<file path="config.mk">
export PLATFORM = sky130hd
export DESIGN_NAME = hazard_bypass_unit_flat
export DESIGN_NICKNAME = d
export VERILOG_FILES = /design/src/rtl/hazard_bypass_unit_if.sv /design/src/rtl/hazard_bypass_unit.sv /design/src/flat_wrapper.sv
export SDC_FILE = /design/constraint.sdc
export NUM_CORES = 1
export LEC_CHECK = 0
export BUFFER_PORTS_ARGS = -buffer_cell sky130_fd_sc_hd__buf_4
export CAP_MARGIN = 15
export CORE_MARGIN = 2
export CORE_UTILIZATION = 59
export CTS_CLUSTER_DIAMETER = 200
export DETAILED_ROUTE_END_ITERATION = 7
export GPL_ROUTABILITY_DRIVEN = 0
export PLACE_DENSITY = 0.95
export SYNTH_ARGS = -nofsm -noshare
export SYNTH_HDL_FRONTEND = slang
export SYNTH_SLANG_ARGS = --single-unit
</file>
<file path="constraint.sdc">
create_clock -name i_clock -period 3.7 [get_ports i_clock]
set_input_delay 0 -clock i_clock [delete_from_list [all_inputs] [get_ports i_clock]]
set_output_delay 0 -clock i_clock [all_outputs]
set_load 0.1 [all_outputs]
</file>
<file path="src/rtl/hazard_bypass_unit_if.sv">
// Decode-stage instruction fields in, hazard control and bypass selects out.
interface hazard_bypass_unit_if #(
    parameter int REG_BITS = 5
);
    logic                i_id_valid;
    logic [REG_BITS-1:0] i_id_rs;
    logic [REG_BITS-1:0] i_id_rt;
    logic                i_id_uses_rs;
    logic                i_id_uses_rt;
    logic [REG_BITS-1:0] i_id_rd;
    logic                i_id_writes;
    logic                i_id_is_load;
    logic                i_id_is_md;

    logic                o_stall;
    logic [1:0]          o_fwd_a;
    logic [1:0]          o_fwd_b;
    logic                o_md_busy;
    logic                o_md_done;
    // W-slot write intent, for tracing which register retires this cycle
    logic                o_wb_we;
    logic [REG_BITS-1:0] o_wb_rd;

    modport master (
        output i_id_valid, i_id_rs, i_id_rt, i_id_uses_rs, i_id_uses_rt,
               i_id_rd, i_id_writes, i_id_is_load, i_id_is_md,
        input  o_stall, o_fwd_a, o_fwd_b, o_md_busy, o_md_done, o_wb_we, o_wb_rd
    );

    modport slave (
        input  i_id_valid, i_id_rs, i_id_rt, i_id_uses_rs, i_id_uses_rt,
               i_id_rd, i_id_writes, i_id_is_load, i_id_is_md,
        output o_stall, o_fwd_a, o_fwd_b, o_md_busy, o_md_done, o_wb_we, o_wb_rd
    );
endinterface

</file>
<file path="src/rtl/hazard_bypass_unit.sv">
// Decode-side hazard controller: tracks X/M/W destinations, registers X-stage
// bypass selects, and stalls on load-use and multiply/divide dependencies.
module hazard_bypass_unit #(
    parameter int REG_BITS   = 5,
    parameter int MD_LATENCY = 17
) (
    input  logic                 i_clock,
    input  logic                 i_reset,
    hazard_bypass_unit_if.slave  bus
);
    localparam int                CNT_BITS = $clog2(MD_LATENCY);
    localparam logic [CNT_BITS-1:0] CNT_INIT = CNT_BITS'(MD_LATENCY - 1);
    localparam logic [CNT_BITS-1:0] CNT_ONE  = CNT_BITS'(1);

    // state    | meaning
    // MD_IDLE  | no multdiv in flight
    // MD_BUSY  | multdiv counting down; md_done on the cnt==0 cycle
    typedef enum logic {
        MD_IDLE = 1'b0,
        MD_BUSY = 1'b1
    } md_state_t;

    md_state_t r_md_state;
    md_state_t w_md_next;

    logic                r_x_valid, r_x_writes, r_x_load;
    logic [REG_BITS-1:0] r_x_rd;
    logic                r_m_valid, r_m_writes;
    logic [REG_BITS-1:0] r_m_rd;
    logic                r_w_valid, r_w_writes;
    logic [REG_BITS-1:0] r_w_rd;
    logic [1:0]          r_fwd_a, r_fwd_b;
    logic [CNT_BITS-1:0] r_md_cnt;
    logic [REG_BITS-1:0] r_md_rd;

    logic w_rs_live, w_rt_live, w_rd_live;
    logic w_rs_x, w_rt_x, w_rs_m, w_rt_m;
    logic w_load_use, w_md_hit, w_stall, w_issue;
    logic w_md_busy, w_md_done, w_md_start;
    logic [1:0] w_sel_a, w_sel_b;

    // Register 0 is hardwired zero, so it is excluded from every comparison.
    assign w_rs_live = bus.i_id_uses_rs & (bus.i_id_rs != '0);
    assign w_rt_live = bus.i_id_uses_rt & (bus.i_id_rt != '0);
    assign w_rd_live = bus.i_id_writes  & (bus.i_id_rd != '0);

    assign w_rs_x = w_rs_live & r_x_valid & r_x_writes & (r_x_rd == bus.i_id_rs);
    assign w_rt_x = w_rt_live & r_x_valid & r_x_writes & (r_x_rd == bus.i_id_rt);
    assign w_rs_m = w_rs_live & r_m_valid & r_m_writes & (r_m_rd == bus.i_id_rs);
    assign w_rt_m = w_rt_live & r_m_valid & r_m_writes & (r_m_rd == bus.i_id_rt);

    assign w_md_busy  = (r_md_state == MD_BUSY);
    assign w_load_use = bus.i_id_valid & r_x_load & (w_rs_x | w_rt_x);
    assign w_md_hit   = w_md_busy & bus.i_id_valid &
                        (bus.i_id_is_md |
                         (w_rs_live & (bus.i_id_rs == r_md_rd)) |
                         (w_rt_live & (bus.i_id_rt == r_md_rd)) |
                         (w_rd_live & (bus.i_id_rd == r_md_rd)));
    assign w_stall    = ~i_reset & (w_load_use | w_md_hit);
    assign w_issue    = bus.i_id_valid & ~w_stall;
    assign w_md_start = w_issue & bus.i_id_is_md;

    // A load still in X cannot forward; the stall covers that case instead.
    always_comb begin
        w_sel_a = 2'b00;
        w_sel_b = 2'b00;
        if (w_rs_x & ~r_x_load) begin
            w_sel_a = 2'b01;
        end else if (w_rs_m) begin
            w_sel_a = 2'b10;
        end
        if (w_rt_x & ~r_x_load) begin
            w_sel_b = 2'b01;
        end else if (w_rt_m) begin
            w_sel_b = 2'b10;
        end
    end

    always_ff @(posedge i_clock) begin
        if (i_reset) begin
            r_x_valid  <= 1'b0;
            r_x_writes <= 1'b0;
            r_x_load   <= 1'b0;
            r_x_rd     <= '0;
            r_m_valid  <= 1'b0;
            r_m_writes <= 1'b0;
            r_m_rd     <= '0;
            r_w_valid  <= 1'b0;
            r_w_writes <= 1'b0;
            r_w_rd     <= '0;
            r_fwd_a    <= 2'b00;
            r_fwd_b    <= 2'b00;
        end else begin
            r_w_valid  <= r_m_valid;
            r_w_writes <= r_m_writes;
            r_w_rd     <= r_m_rd;
            r_m_valid  <= r_x_valid;
            r_m_writes <= r_x_writes;
            r_m_rd     <= r_x_rd;
            r_x_valid  <= w_issue;
            // Multdiv results return through md_done, never through the bypass network.
            r_x_writes <= w_issue & bus.i_id_writes & ~bus.i_id_is_md;
            r_x_load   <= w_issue & bus.i_id_is_load;
            r_x_rd     <= w_issue ? bus.i_id_rd : '0;
            r_fwd_a    <= w_issue ? w_sel_a : 2'b00;
            r_fwd_b    <= w_issue ? w_sel_b : 2'b00;
        end
    end

    always_ff @(posedge i_clock) begin
        if (i_reset) begin
            r_md_state <= MD_IDLE;
        end else begin
            r_md_state <= w_md_next;
        end
    end

    always_comb begin
        w_md_next = r_md_state;
        w_md_done = 1'b0;
        case (r_md_state)
            MD_IDLE: begin
                if (w_md_start) begin
                    w_md_next = MD_BUSY;
                end
            end
            MD_BUSY: begin
                if (r_md_cnt == '0) begin
                    w_md_next = MD_IDLE;
                    w_md_done = ~i_reset;
                end
            end
            default: w_md_next = MD_IDLE;
        endcase
    end

    always_ff @(posedge i_clock) begin
        if (i_reset) begin
            r_md_cnt <= '0;
            r_md_rd  <= '0;
        end else if (!w_md_busy && w_md_start) begin
            r_md_cnt <= CNT_INIT;
            r_md_rd  <= bus.i_id_rd;
        end else if (w_md_busy && (r_md_cnt != '0)) begin
            r_md_cnt <= r_md_cnt - CNT_ONE;
        end
    end

    assign bus.o_stall   = w_stall;
    assign bus.o_fwd_a   = r_fwd_a;
    assign bus.o_fwd_b   = r_fwd_b;
    assign bus.o_md_busy = w_md_busy;
    assign bus.o_md_done = w_md_done;
    assign bus.o_wb_we   = r_w_valid & r_w_writes;
    assign bus.o_wb_rd   = r_w_rd;
endmodule

</file>
<file path="src/flat_wrapper.sv">
// flat-port wrapper written by rule: the top's interface ports become plain ports
module hazard_bypass_unit_flat 
#(
    parameter int REG_BITS   = 5,
    parameter int MD_LATENCY = 17
)
  (i_clock, i_reset, bus_i_id_valid, bus_i_id_rs, bus_i_id_rt, bus_i_id_uses_rs, bus_i_id_uses_rt, bus_i_id_rd, bus_i_id_writes, bus_i_id_is_load, bus_i_id_is_md, bus_o_stall, bus_o_fwd_a, bus_o_fwd_b, bus_o_md_busy, bus_o_md_done, bus_o_wb_we, bus_o_wb_rd);
  hazard_bypass_unit_if #(.REG_BITS(REG_BITS)) bus_i ();
  input  logic i_clock;
  input  logic i_reset;
  input wire logic [$bits(bus_i.i_id_valid)-1:0] bus_i_id_valid;
  input wire logic [$bits(bus_i.i_id_rs)-1:0] bus_i_id_rs;
  input wire logic [$bits(bus_i.i_id_rt)-1:0] bus_i_id_rt;
  input wire logic [$bits(bus_i.i_id_uses_rs)-1:0] bus_i_id_uses_rs;
  input wire logic [$bits(bus_i.i_id_uses_rt)-1:0] bus_i_id_uses_rt;
  input wire logic [$bits(bus_i.i_id_rd)-1:0] bus_i_id_rd;
  input wire logic [$bits(bus_i.i_id_writes)-1:0] bus_i_id_writes;
  input wire logic [$bits(bus_i.i_id_is_load)-1:0] bus_i_id_is_load;
  input wire logic [$bits(bus_i.i_id_is_md)-1:0] bus_i_id_is_md;
  output wire logic [$bits(bus_i.o_stall)-1:0] bus_o_stall;
  output wire logic [$bits(bus_i.o_fwd_a)-1:0] bus_o_fwd_a;
  output wire logic [$bits(bus_i.o_fwd_b)-1:0] bus_o_fwd_b;
  output wire logic [$bits(bus_i.o_md_busy)-1:0] bus_o_md_busy;
  output wire logic [$bits(bus_i.o_md_done)-1:0] bus_o_md_done;
  output wire logic [$bits(bus_i.o_wb_we)-1:0] bus_o_wb_we;
  output wire logic [$bits(bus_i.o_wb_rd)-1:0] bus_o_wb_rd;
  assign bus_i.i_id_valid = bus_i_id_valid;
  assign bus_i.i_id_rs = bus_i_id_rs;
  assign bus_i.i_id_rt = bus_i_id_rt;
  assign bus_i.i_id_uses_rs = bus_i_id_uses_rs;
  assign bus_i.i_id_uses_rt = bus_i_id_uses_rt;
  assign bus_i.i_id_rd = bus_i_id_rd;
  assign bus_i.i_id_writes = bus_i_id_writes;
  assign bus_i.i_id_is_load = bus_i_id_is_load;
  assign bus_i.i_id_is_md = bus_i_id_is_md;
  assign bus_o_stall = bus_i.o_stall;
  assign bus_o_fwd_a = bus_i.o_fwd_a;
  assign bus_o_fwd_b = bus_i.o_fwd_b;
  assign bus_o_md_busy = bus_i.o_md_busy;
  assign bus_o_md_done = bus_i.o_md_done;
  assign bus_o_wb_we = bus_i.o_wb_we;
  assign bus_o_wb_rd = bus_i.o_wb_rd;
  hazard_bypass_unit #(.REG_BITS(REG_BITS), .MD_LATENCY(MD_LATENCY)) u_core (.i_clock(i_clock), .i_reset(i_reset), .bus(bus_i));
endmodule
</file>
# Word level (Yosys, flattened, before mapping)
# Index checks and enable logic that the tools add are counted.
dict set report word_totals {
  reg_bits 37
  input_bits 23
  output_inout_bits 13
}
dict set report op_classes {
  add_sub_neg 1
  n_eq_ne 7
  muxes 11
  n_bitwise 42
  n_reduce_logical 13
}
# op n
set ops {}
lappend ops {{5-bit == test} 7}
lappend ops {{1-bit AND} 31}
lappend ops {{5-bit nonzero test} 4}
lappend ops {{5-bit 2-to-1 mux} 2}
lappend ops {{1-bit 2-to-1 mux} 6}
lappend ops {{1-bit NOT} 6}
lappend ops {{3-bit OR reduction} 2}
lappend ops {{5-bit zero test} 1}
lappend ops {{1-bit bitwise OR} 5}
lappend ops {{5-bit by 1-bit subtractor with 5-bit output, second input constant} 1}
lappend ops {{2-bit 2-to-1 mux} 2}
lappend ops {{2-bit OR reduction} 2}
lappend ops {{1-bit logical AND} 2}
lappend ops {{1-bit case mux with 2 select lines} 1}
lappend ops {{2-bit nonzero test} 1}
lappend ops {{1-bit zero test} 1}

# Depth between registers and ports, before layout
dict set report logic_depth {
  depth_word 14
  ltp_mapped 7
}

# Least setup slack after synthesis
# Ideal clock, no wire load.
dict set report synth_path {
  path_type {reg-to-output}
  startpoint {register u_core.r_md_state, in the netlist u_core.bus.o_md_busy}
  endpoint {output port bus_o_md_done}
  arrival_ps 3355
  required_time_ps 3700
  setup_slack_ps 345
  stages_incl_launch_ff 3
  n_path_buf 0
  path_cell_list {dfxtp_1 > inv_1 > nor3_1}
}
dict set report synth_between {
  elab_chain_len 1
}
# element line_no
set synth_rtl {}
lappend synth_rtl {{from (decl)} hazard_bypass_unit.sv:23} ;# md_state_t r_md_state;
lappend synth_rtl {{from (signal assigned)} hazard_bypass_unit.sv:114} ;# r_md_state <= w_md_next;
lappend synth_rtl {{1-bit 2-to-1 mux} hazard_bypass_unit.sv:121} ;# case (r_md_state)
lappend synth_rtl {{to (decl)} flat_wrapper.sv:24} ;# output wire logic [$bits(bus_i.o_md_done)-1:0] bus_o_md_done;
# No other way between the ends.

# Final worst setup path
dict set report layout_path {
  startpoint {register u_core.r_x_rd[3]}
  endpoint {output port bus_o_stall}
}
dict set report layout_between {
  elab_chain_len 6
  word_cells_on_any_way 8
  cone_classes {2 x eq/ne; 6 x bitwise}
}
# element line_no
set layout_rtl {}
lappend layout_rtl {{from (decl)} hazard_bypass_unit.sv:27} ;# logic [REG_BITS-1:0] r_x_rd;
lappend layout_rtl {{from (signal assigned)} hazard_bypass_unit.sv:104} ;# r_x_rd <= w_issue ? bus.i_id_rd : '0;
lappend layout_rtl {{5-bit == test (on tied branches)} {hazard_bypass_unit.sv:47, hazard_bypass_unit.sv:48}}
lappend layout_rtl {{1-bit AND (on tied branches)} {hazard_bypass_unit.sv:47, hazard_bypass_unit.sv:48}}
lappend layout_rtl {{1-bit bitwise OR (*)} hazard_bypass_unit.sv:53} ;# assign w_load_use = bus.i_id_valid & r_x_load & (w_rs_x | w_rt_x);
lappend layout_rtl {{1-bit AND (*)} hazard_bypass_unit.sv:53}
lappend layout_rtl {{1-bit bitwise OR (*)} hazard_bypass_unit.sv:59} ;# assign w_stall = ~i_reset & (w_load_use | w_md_hit);
lappend layout_rtl {{1-bit AND (*)} hazard_bypass_unit.sv:59}
lappend layout_rtl {{to (decl)} flat_wrapper.sv:20} ;# output wire logic [$bits(bus_i.o_stall)-1:0] bus_o_stall;
# Every way passes the cells marked *; elsewhere a longest branch is shown, timed or not.

==> results.json <==
{
  "status": "finished clean",
  "yosysMostFrequentCell": "dfxtp_1",
  "die_h_um": 60.9,
  "synth_top_family_by_area": "simple AND/OR/NAND/NOR gates",
  "vias_per_cell": 5.92,
  "crit_fanout": 13,
  "port_buffers": 35,
  "drc": 0,
  "hold_viol": 0,
  "rows": 20,
  "ant_nets": 0,
  "netlist_top_cells_area": "dfxtp_1 39%, xnor2_1 11%, xor2_1 6.9%",
  "synth_edf_count": 0,
  "clk_latency_ns": 0.35,
  "antenna_cells": 0,
  "maxSlewHeadroom": 0.582,
  "grt_pass1_vias": 1612,
  "clk_path_buf_depth": 2,
  "cts_tree": "yes",
  "yosys.area_share.simple": 0.279,
  "synth_common_cells": "37 x dfxtp_1, 23 x xnor2_1, 20 x nand3_1, 15 x nor2b_1, 15 x xor2_1",
  "nNetsFinal": 274,
  "grt_use_met2": 0.456,
  "worstSetupEndpointType": "output port",
  "max_freq_ghz": 0.388,
  "synth_seq_area_share": 0.388,
  "synth-compound-area-share": 0.109,
  "synth_fa_ha_area_frac": 0.0131,
  "ys_async_sr_fraction": 0,
  "wl_um": 4690,
  "fin_tns_setup_ns": 0,
  "globalRouteTotalUtil": 0.285,
  "min-delay-path-class": "in -> reg",
  "critPathBufInv": 1,
  "cp_cell_sequence": "xnor2_1 -> nand3_1 -> or3_1 -> a21oi_2 -> or2_1 -> buf_4",
  "tightest_slew_ns": 0.627,
  "ctsResizeCount": 0,
  "path_class": "reg -> out",
  "final-max-slew-violation-count": 0,
  "synth_xor_area_frac": 0.174,
  "cts_sinks": 37,
  "cap_violations": 0,
  "core_area_um2": 3080,
  "setup_viol": 0,
  "vdd_drop_max_v": 0.000248,
  "syn-cell-area_um2": 1910,
  "synth.area.mux_share": 0,
  "h-tree-depth": 2,
  "area_growth_pct": 22.5,
  "die_x_um": 60.9,
  "post-cts-setup-buffers": 0,
  "slowest_delay_ns": 0.57,
  "cts.clk_slew.worst_paths_ns": 0.12,
  "worst_setup_path_start_kind": "flop",
  "p_per_area_nw_per_um2": 377,
  "grt_util_met1": 0.360,
  "syn_inst": 208,
  "synth_top_area_cell": "dfxtp_1",
  "p_leak_nw": 0.897,
  "arrival_ns": 2.58,
  "post_dp_cell_area_um2": 2180,
  "rsz0062_at_grt": "false",
  "antenna_found_initial": 0,
  "synth_warnings": 0,
  "required_ns": 3.70,
  "synth_top_cell_area_share": 0.388,
  "overflow": 0,
  "fin_crit_sh": 0.697,
  "start_util": 0.621,
  "io_pins": 36,
  "final_cell_area_um2": 2340,
  "use_met3": 0.0768,
  "avgRoutedWirePerCell_um": 15.9,
  "synth_fp_nets": 233,
  "via_count": 1741,
  "final_core_util": 0.760,
  "fin_skew_ns": 0.00868,
  "slowest_stage": "a21oi_2",
  "detailedPlacementHpwl_um": 3350,
  "fp.dieArea_um2": 3710,
  "drt_first_pass_iters": 4,
  "min_period_ns": 2.58,
  "cts-root-buf": "clkbuf_4",
  "drt_iter0_drc": 81,
  "top_usage_layer": "met2",
  "synth_cell_types": 41,
  "yosys_register_bits": 37,
  "syn_avg_cell_area_um2": 9.19,
  "nFillCells": 213,
  "grt_max_degree": 29,
  "critPathTopFamily": "simple AND/OR/NAND/NOR gates",
  "drive_gt1_frac": 0.200,
  "ys.flop_type": "dfxtp_1",
  "cts-buffers-inserted": 5,
  "grt_pass1_wl_um": 7650
}
==> cell type report <==
type | count | area [um^2] | area share
Clock buffer | 5 | 37.5 | 0.0160
Clock inverter | 3 | 46.3 | 0.0198
Inverter | 5 | 18.8 | 0.00802
Multi-Input combinational cell | 157 | 1100 | 0.470
Sequential cell | 37 | 741 | 0.317
Tap cell | 44 | 55.1 | 0.0235
Timing Repair Buffer | 43 | 343 | 0.147
==> logic make-up after synthesis <==
group	count (synthesis)
xor gates and xnor gates	38
buffers and inverters	14
DFF	37
AOI/OAI and AO/OA	28
adders and majority gates	2
and+or+nand+nor	89
==> worst register-to-register path, cell delays in order, from the launching register on <==
cell and delay [ns]:
dfxtp_1 0.42, xnor2_1 0.14, nand3_1 0.09, or3_1 0.53, a21oi_2 0.57, nor4b_2 0.11, dlygate4sd3_1 0.57
==> sequential cells by signal, summed over array words and instances, names as in the netlist, 2 cells and up <==
name,flops
u_core.bus.o_wb_rd,5
u_core.r_m_rd,5
u_core.r_md_cnt,5
u_core.r_md_rd,5
u_core.r_x_rd,5
u_core.bus.o_fwd_a,2
u_core.bus.o_fwd_b,2
==> cells in the final DEF, fill, tap and decap left out, types with 7 or more instances in the layout <==
cell type / synthesis / routed
xnor2_1: 23 / 23
nor3b_1: 11 / 11
nor3_1: 7 / 7
dlygate4sd3_1: 0 / 8
buf_4: 1 / 35
dfxtp_1: 37 / 37
xor2_1: 15 / 15
nand2_1: 7 / 7
nor2b_1: 15 / 15
nand3_1: 20 / 20
==> through the flow <==
step                      cells  setup WS, ns  power, W  hold WS, ns
after global routing        294         0.957  0.000915       0.0140
final                       294          1.12  0.000882       0.0184
after floorplan             208         0.345  0.000537       0.0714
after detailed placement    278          1.60  0.000589        0.210
after CTS                   294          1.15  0.000878       0.0124
after global placement      278          1.64  0.000584        0.212
==> power breakdown <==
part           total (W)  internal, W  switching, W
Combinational   0.000156    0.0000706     0.0000850
Clock           0.000291     0.000143      0.000148
Sequential      0.000436     0.000415     0.0000210
Total           0.000882     0.000629      0.000254
==> worst paths after layout <==
| check | startpoint | to | slack (ns) | cells past startpoint |
|---|---|---|---|---|
| setup / recovery | u_core.r_x_rd[3] | bus_o_stall | 1.12 | 6 |
| hold / removal | i_reset | u_core.r_w_writes | 0.02 | 2 |
| setup reg to reg | u_core.r_x_rd[3] | u_core.r_x_writes | 1.15 | 6 |
| hold reg to reg | u_core.r_m_writes | u_core.r_w_writes | 0.48 | 1 |
==> timing repair <==
action                                  in CTS  in global routing
hold buffers                                 8                  0
endpoints found under the hold margin        7                  0
endpoints found under the setup margin       0                  0
==> metal layers <==
metal / up-vias / part of all wire / wire, um
li1: 831 / - / -
met1: 811 / 0.42 / 1950
met2: 84 / 0.48 / 2270
met3: 15 / 0.076 / 354
met4: 0 / 0.024 / 112
met5: - / 0 / 0
(Power assumes the default switching activity.)
